**src/rtl/mdu_pkg.sv**
```systemverilog
// Shared definitions for the multiply/divide unit, its sequencer and the main control FSM.
// Op encodings match the DivMultControl field the unit decodes.
package mdu_pkg;

  localparam logic [1:0] MDU_OP_HOLD = 2'b00;
  localparam logic [1:0] MDU_OP_MULT = 2'b01;
  localparam logic [1:0] MDU_OP_DIV  = 2'b10;

  localparam int MDU_MULT_CYCLES = 32;
  localparam int MDU_DIV_CYCLES  = 33;

  typedef enum logic [2:0] {
    ST_IDLE,
    ST_CLEAR,
    ST_RUN,
    ST_FINISH,
    ST_ABORT
  } mdu_state_e;

  function automatic logic mdu_op_valid(input logic [1:0] op);
    return (op == MDU_OP_MULT) || (op == MDU_OP_DIV);
  endfunction

endpackage

```
**src/rtl/mdu_iter_counter.sv**
```systemverilog
// Iteration counter for the multiply/divide sequencer.
// terminal flags the last counted cycle so the sequencer can leave RUN on that edge.
module mdu_iter_counter #(
  parameter int CNT_W = 6
) (
  input  logic             clk,
  input  logic             reset,
  input  logic             clear,
  input  logic             enable,
  input  logic [CNT_W-1:0] last,
  output logic             terminal
);

  logic [CNT_W-1:0] count;

  always_ff @(posedge clk) begin
    if (reset) begin
      count <= '0;
    end else if (clear) begin
      count <= '0;
    end else if (enable) begin
      count <= count + 1'b1;
    end
  end

  assign terminal = enable && (count == last);

endmodule

```
**src/rtl/multdiv_sequencer.sv**
```systemverilog
// Control sequencer for the iterative multiply/divide unit of the multicycle MIPS datapath.
// Clears the unit, runs it for the op's iteration count, then commits HI/LO or aborts on divide-by-zero.
module multdiv_sequencer
  import mdu_pkg::*;
#(
  parameter int MULT_CYCLES = MDU_MULT_CYCLES,
  parameter int DIV_CYCLES  = MDU_DIV_CYCLES,
  parameter int CNT_W       = 6
) (
  input  logic       clk,
  input  logic       reset,
  input  logic       start,
  input  logic [1:0] op,
  input  logic       hilo_rd,
  input  logic       mdu_divzero,
  output logic [1:0] mdu_ctrl,
  output logic       mdu_reset,
  output logic       busy,
  output logic       stall,
  output logic       hilo_we,
  output logic       done,
  output logic       div_zero_exc
);

  localparam logic [CNT_W-1:0] MULT_LAST = CNT_W'(MULT_CYCLES - 1);
  localparam logic [CNT_W-1:0] DIV_LAST  = CNT_W'(DIV_CYCLES - 1);

  mdu_state_e       state_q, state_d;
  logic [1:0]       op_q;
  logic             accept;
  logic             terminal;
  logic [CNT_W-1:0] last;

  // A start is only honoured from IDLE; anything else is dropped, never queued.
  assign accept = (state_q == ST_IDLE) && start && mdu_op_valid(op);
  assign last   = (op_q == MDU_OP_DIV) ? DIV_LAST : MULT_LAST;

  mdu_iter_counter #(.CNT_W(CNT_W)) u_iter_counter (
    .clk      (clk),
    .reset    (reset),
    .clear    (state_q == ST_CLEAR),
    .enable   (state_q == ST_RUN),
    .last     (last),
    .terminal (terminal)
  );

  always_ff @(posedge clk) begin
    if (reset) begin
      state_q <= ST_IDLE;
      op_q    <= MDU_OP_HOLD;
    end else begin
      state_q <= state_d;
      if (accept) begin
        op_q <= op;
      end
    end
  end

  // Divide-by-zero wins over the terminal count so a faulty divide never commits HI/LO.
  always_comb begin
    state_d      = state_q;
    mdu_ctrl     = MDU_OP_HOLD;
    mdu_reset    = reset;
    busy         = (state_q != ST_IDLE);
    hilo_we      = 1'b0;
    done         = 1'b0;
    div_zero_exc = 1'b0;
    case (state_q)
      ST_IDLE: begin
        if (accept) begin
          state_d = ST_CLEAR;
        end
      end
      ST_CLEAR: begin
        mdu_reset = 1'b1;
        state_d   = ST_RUN;
      end
      ST_RUN: begin
        mdu_ctrl = op_q;
        if ((op_q == MDU_OP_DIV) && mdu_divzero) begin
          state_d = ST_ABORT;
        end else if (terminal) begin
          state_d = ST_FINISH;
        end
      end
      ST_FINISH: begin
        hilo_we = 1'b1;
        done    = 1'b1;
        state_d = ST_IDLE;
      end
      ST_ABORT: begin
        mdu_reset    = 1'b1;
        div_zero_exc = 1'b1;
        state_d      = ST_IDLE;
      end
      default: begin
        state_d = ST_IDLE;
      end
    endcase
  end

  assign stall = hilo_rd & busy;

endmodule

```
**config.mk**
```make
export PLATFORM = sky130hd
export DESIGN_NAME = multdiv_sequencer
export DESIGN_NICKNAME = d
export VERILOG_FILES = /design/src/rtl/mdu_pkg.sv /design/src/rtl/mdu_iter_counter.sv /design/src/rtl/multdiv_sequencer.sv
export SDC_FILE = /design/constraint.sdc
export NUM_CORES = 1
export LEC_CHECK = 0
export CORE_MARGIN = 2
export CORE_UTILIZATION = 35
export DETAILED_ROUTE_END_ITERATION = 12
export SKIP_LAST_GASP = 1
export SYNTH_ARGS = -nofsm -noshare
export SYNTH_HDL_FRONTEND = slang
export SYNTH_SLANG_ARGS = --single-unit
```
**constraint.sdc**
```tcl
create_clock -name clk -period 3 [get_ports clk]
set_clock_uncertainty 0.1 [all_clocks]
set_input_delay 0.45 -clock clk [delete_from_list [all_inputs] [get_ports clk]]
set_output_delay 0.45 -clock clk [all_outputs]
set_load 0.02 [all_outputs]
```
Word level (Yosys, flattened, before mapping):

Index checks and enable logic that the tools add are counted.

* register bits: 11
* logic and storage cells: 34

* reduce and logical (&&, ||, !) cells: 10
* equality and inequality tests: 10
* multiplexer cells: 9
* add/subtract/negate cells: 1
* bitwise logic cells: 1

Operator list (number)
* $mux W3: 3
* $pmux W3 S3: 1
* $add A6 B1 Y6 const B: 1
* $eq A3 B2 Y1 const B: 2
* $eq A6 B6 Y1: 1
* $mux W6: 1
* $eq A2 B2 Y1 const B: 2
* $logic_and A1 B1 Y1: 4
* $reduce_or A2 Y1: 2
* $eq A3 B1 Y1 const B: 1
* $eq A3 B3 Y1 const B: 1
* $logic_not A3 Y1: 1
* $mux W1: 3
* $ne A3 B3 Y1 const B: 1
* $reduce_bool A3 Y1: 1
* $eq A2 B1 Y1 const B: 1
* $mux W2: 1
* $ne A2 B2 Y1 const B: 1
* $reduce_and A2 Y1: 1
* $and A1 B1 Y1: 1
* $logic_or A1 B1 Y1: 1

Depth between registers and ports, before layout:

* depth in word-level cells: 7
* gate-level depth with buffers: 5
* mapped depth without buffers: 4

Cells and area by module:

Synthesis repeated with hierarchy kept, for this count alone.

* cells, all modules: 68
* area, all modules: 628.1 um^2

Modules (own cells, without submodules)
* mdu_iter_counter: cells an instance 35, area an instance 321.6 um^2, times used 1
* multdiv_sequencer: cells an instance 33, area an instance 306.5 um^2, times used 1

Worst setup path after synthesis:

Ideal clock, no wire load.

* path kind: register to output
* start point: register state_q[2]
* end point: output port mdu_reset
* path slack: 1.366 ns
* arrival: 1.084 ns
* data required time: 2.450 ns
* cell stages (with the launch flop): 3
* buffers on the path: 0
* path through: dfxtp_1 nor3b_2 or2_1

* word-level cells in the longest chain between the ends: 3
* elaborated cells between the ends (all ways): 4

RTL lines
* start, declared: line multdiv_sequencer.sv:28 `mdu_state_e state_q, state_d;`
* start signal, assigned: line multdiv_sequencer.sv:52 `state_q <= state_d;`
* $eq A3 B3 Y1 / $eq A3 B1 Y1 (equally long branches): line multdiv_sequencer.sv:68 `case (state_q)`
* $reduce_or A2 Y1 (no source line) (*)
* $mux W1 (*): line multdiv_sequencer.sv:68
* end, declared: line multdiv_sequencer.sv:17 `output logic mdu_reset,`

Mark *: on every way between the ends. The rest lies on a longest branch, timed or not.

Worst setup path after layout:

* start point: input port reset
* end point: output port mdu_reset

* word-level cells in the longest chain between the ends: 1

RTL lines
* start, declared: line multdiv_sequencer.sv:11 `input logic reset,`
* $mux W1: line multdiv_sequencer.sv:68

Every way passes these cells.

==> results.ini <==
[sta]
setup_viol = 0
fin_ws_ns = 0.4357
fin_setup_tns_ns = 0
final_hold_viol_count = 0
period_minus_slack_ns = 2.564
drv_slew = 0
fmax_ghz = 0.3900
slew_headroom_pct = 74.28
rsz0062_at_grt = false
whs_ns = 0.4204
worstMarginPinSlew_ns = 0.3852
min_period_over_period_pct = 85.48

[worst_setup_path]
crit_buf_inv = 2
required_ns = 2.45
crit_slowest_cell = clkdlybuf4s50_1
crit_arrival_ns = 2.01
critPathMaxFanout = 7
cp_common_cell = clkdlybuf4s50_1
cp-end-kind = output port
crit_chain = clkdlybuf4s50_1, o21bai_2, or2_1, clkdlybuf4s50_1
cp-start-kind = input port
crit_family = buffers and inverters
slowest_delay_ns = 0.53
critPathKind = in2out

[clock_tree]
htree_num_levels = 1
cts_hold_buffers = 0
cts_max_path_buffers = 2
root_buffer = clkbuf_4
cts_tree = built
postCtsResizedCells = 0
clk_latency_ns = 0.26
cts_sinks = 11
cts_setup_buffers = 0
clk_pin_slew_worst_paths_ns = 0.06
cts_buffers = 3

[synth]
synth_edf_count = 0
synth_top_cell_by_area = dfxtp_1
muxShareOfSynthArea_pct = 3.206
synth_top_family_by_area = simple AND/OR/NAND/NOR gates
ys_warn_count = 0
async_flop_share_pct = 0
synth.top_cell.area_share_pct = 35.27
syn-cell-area_sq_um = 624.3
netlist_top_cells_area = dfxtp_1 (35%), xnor2_1 (5.6%), nor2_1 (5.4%)
synth_xor_area_share_pct = 8.417
yosysUniqueCellTypes = 33
syn_inst = 70
synthSimpleGateAreaFrac_pct = 33.67
yosys.area_share.adder_pct = 2.004
synth.avg_cell_area_sq_um = 8.919
ys_ff_latch = 11
synth_flop_cell = dfxtp_1
synth-compound-area-share_pct = 13.23
yosysSeqAreaShare_pct = 35.27
synth.net_count = 78

[routing]
ant_nets = 0
drt_iter0_drc = 10
vias = 523
wl_per_cell_microns = 9.928
vias_per_cell = 4.712
wirelength_mm = 1.102
drc = 0
first_pass_iters = 5

[floorplanning]
die_area_sq_um = 2138
die_w_microns = 46.24
die_h_microns = 46.24
core-area_sq_um = 1708
row_count = 15
ios = 15
initial_core_util_pct = 36.56

[layout]
syn2layout_area_growth_pct = 29.26
finalNetCount = 95
fin_util_pct = 47.25
drive_above_1_share_pct = 13.95
antenna-diode-count = 0
finish.cell_count_without_fillers = 111

[placed_design]
dp_slack_ns = 0.4237
io_buffers = 14
gp_congestion = 0.7177
hpwl_microns = 904.1
dp_cells = 107

[min_path]
min_path_type = reg2reg

[pwr]
peakVddDrop_uv = 240.1
power_density_nw_per_um2 = 417.7
power.leakage_nw = 0.2969

[global_routing]
grt_max_degree = 13
first_global_vias = 472
grt_pass1_wl_mm = 1.925
grtUsageTotal_pct = 12.66
grt_antenna_before_repair = 0
globalRouteOverflowTotal = 0

[run_status]
status = finished, final reports clean

[run]
drv_cap = 0

==> power by group <==
group / switching, mW / internal (mW) / total [mW] / leakage [nW]
registers: 0.0121 / 0.153 / 0.165 / 0.0892
clock network: 0.0439 / 0.0513 / 0.0952 / 0.0150
logic: 0.0357 / 0.0411 / 0.0768 / 0.193
==> cell usage after synthesis (all sizes together), types with 2 or more instances <==
master and number:
nor3b 2, buf 2, and2 2, nor2b 3, a21oi 2, o21bai 2, nor3 2, xor2 2
or2 2, xnor2 4, nand2 4, mux2i 2, nor2 11, inv 3, dfxtp 11, o21ai 3
==> layout by cell type (no fill, tap or decap), types with 3 or more instances in the layout <==
| master | n |
|---|---|
| nand2_1 | 4 |
| clkbuf_4 | 3 |
| clkdlybuf4s50_1 | 14 |
| xnor2_1 | 4 |
| dfxtp_1 | 11 |
| inv_1 | 3 |
| nor2b_1 | 3 |
| nor2_1 | 9 |
==> final timing paths <==
path	cells past startpoint	from	slack [ns]	end
worst min-delay path	2	op_q[0]	0.42	op_q[0]
worst max-delay path	4	reset	0.44	mdu_reset
worst max register to register	4	state_q[1]	1.37	u_iter_counter.count[5]
worst min register to register	2	op_q[0]	0.42	op_q[0]
==> state kept, by name (all words and copies together), names as in the netlist <==
name and cells:
state_q 3, op_q 2, u_iter_counter.count 6
==> routing by layer <==
metal | routed length, microns | global-route usage (%) | vias to the layer above
met1 | 570 | 17.73 | 233
met5 | 0 | 0 | -
met4 | 6 | 5.143 | 0
met3 | 48 | 3.529 | 2
met2 | 477 | 18.06 | 14
li1 | - | - | 274
==> cell type report <==
class,count,area (sq um)
clock buffers,4,26.28
fillers,171,900.9
inverters,3,11.26
multi-input cells,54,377.9
flip-flops and latches,11,220.2
well taps,25,31.28
repair buffers,14,140.1
==> tightest hold or removal path: cells and delay by family, from the launching register on <==
family / cells / cell delay (ns)
AO/OA/AOI/OAI: 2 / 0.15
flip-flops: 1 / 0.33
==> cell families (layout without fill, tap and decap cells) <==
group                      Yosys count  count (layout)
and+or+nand+nor                     34              34
AOI/OAI and AO/OA                   11              11
DFF                                 11              11
xor gates and xnor gates             6               6
buffers and inverters                5              21
muxes                                2               2
adders and majority gates            1               1
==> stage by stage <==
step / total power, mW / area, sq um
after floorplan: 0.2172 / 624.3
after global placement: 0.2452 / 780.7
after detailed placement: 0.2457 / 780.7
after CTS: 0.3419 / 807.0
after global routing: 0.3571 / 807.0
final: 0.3371 / 807.0
No activity file was read; power rests on OpenSTA's default activity.
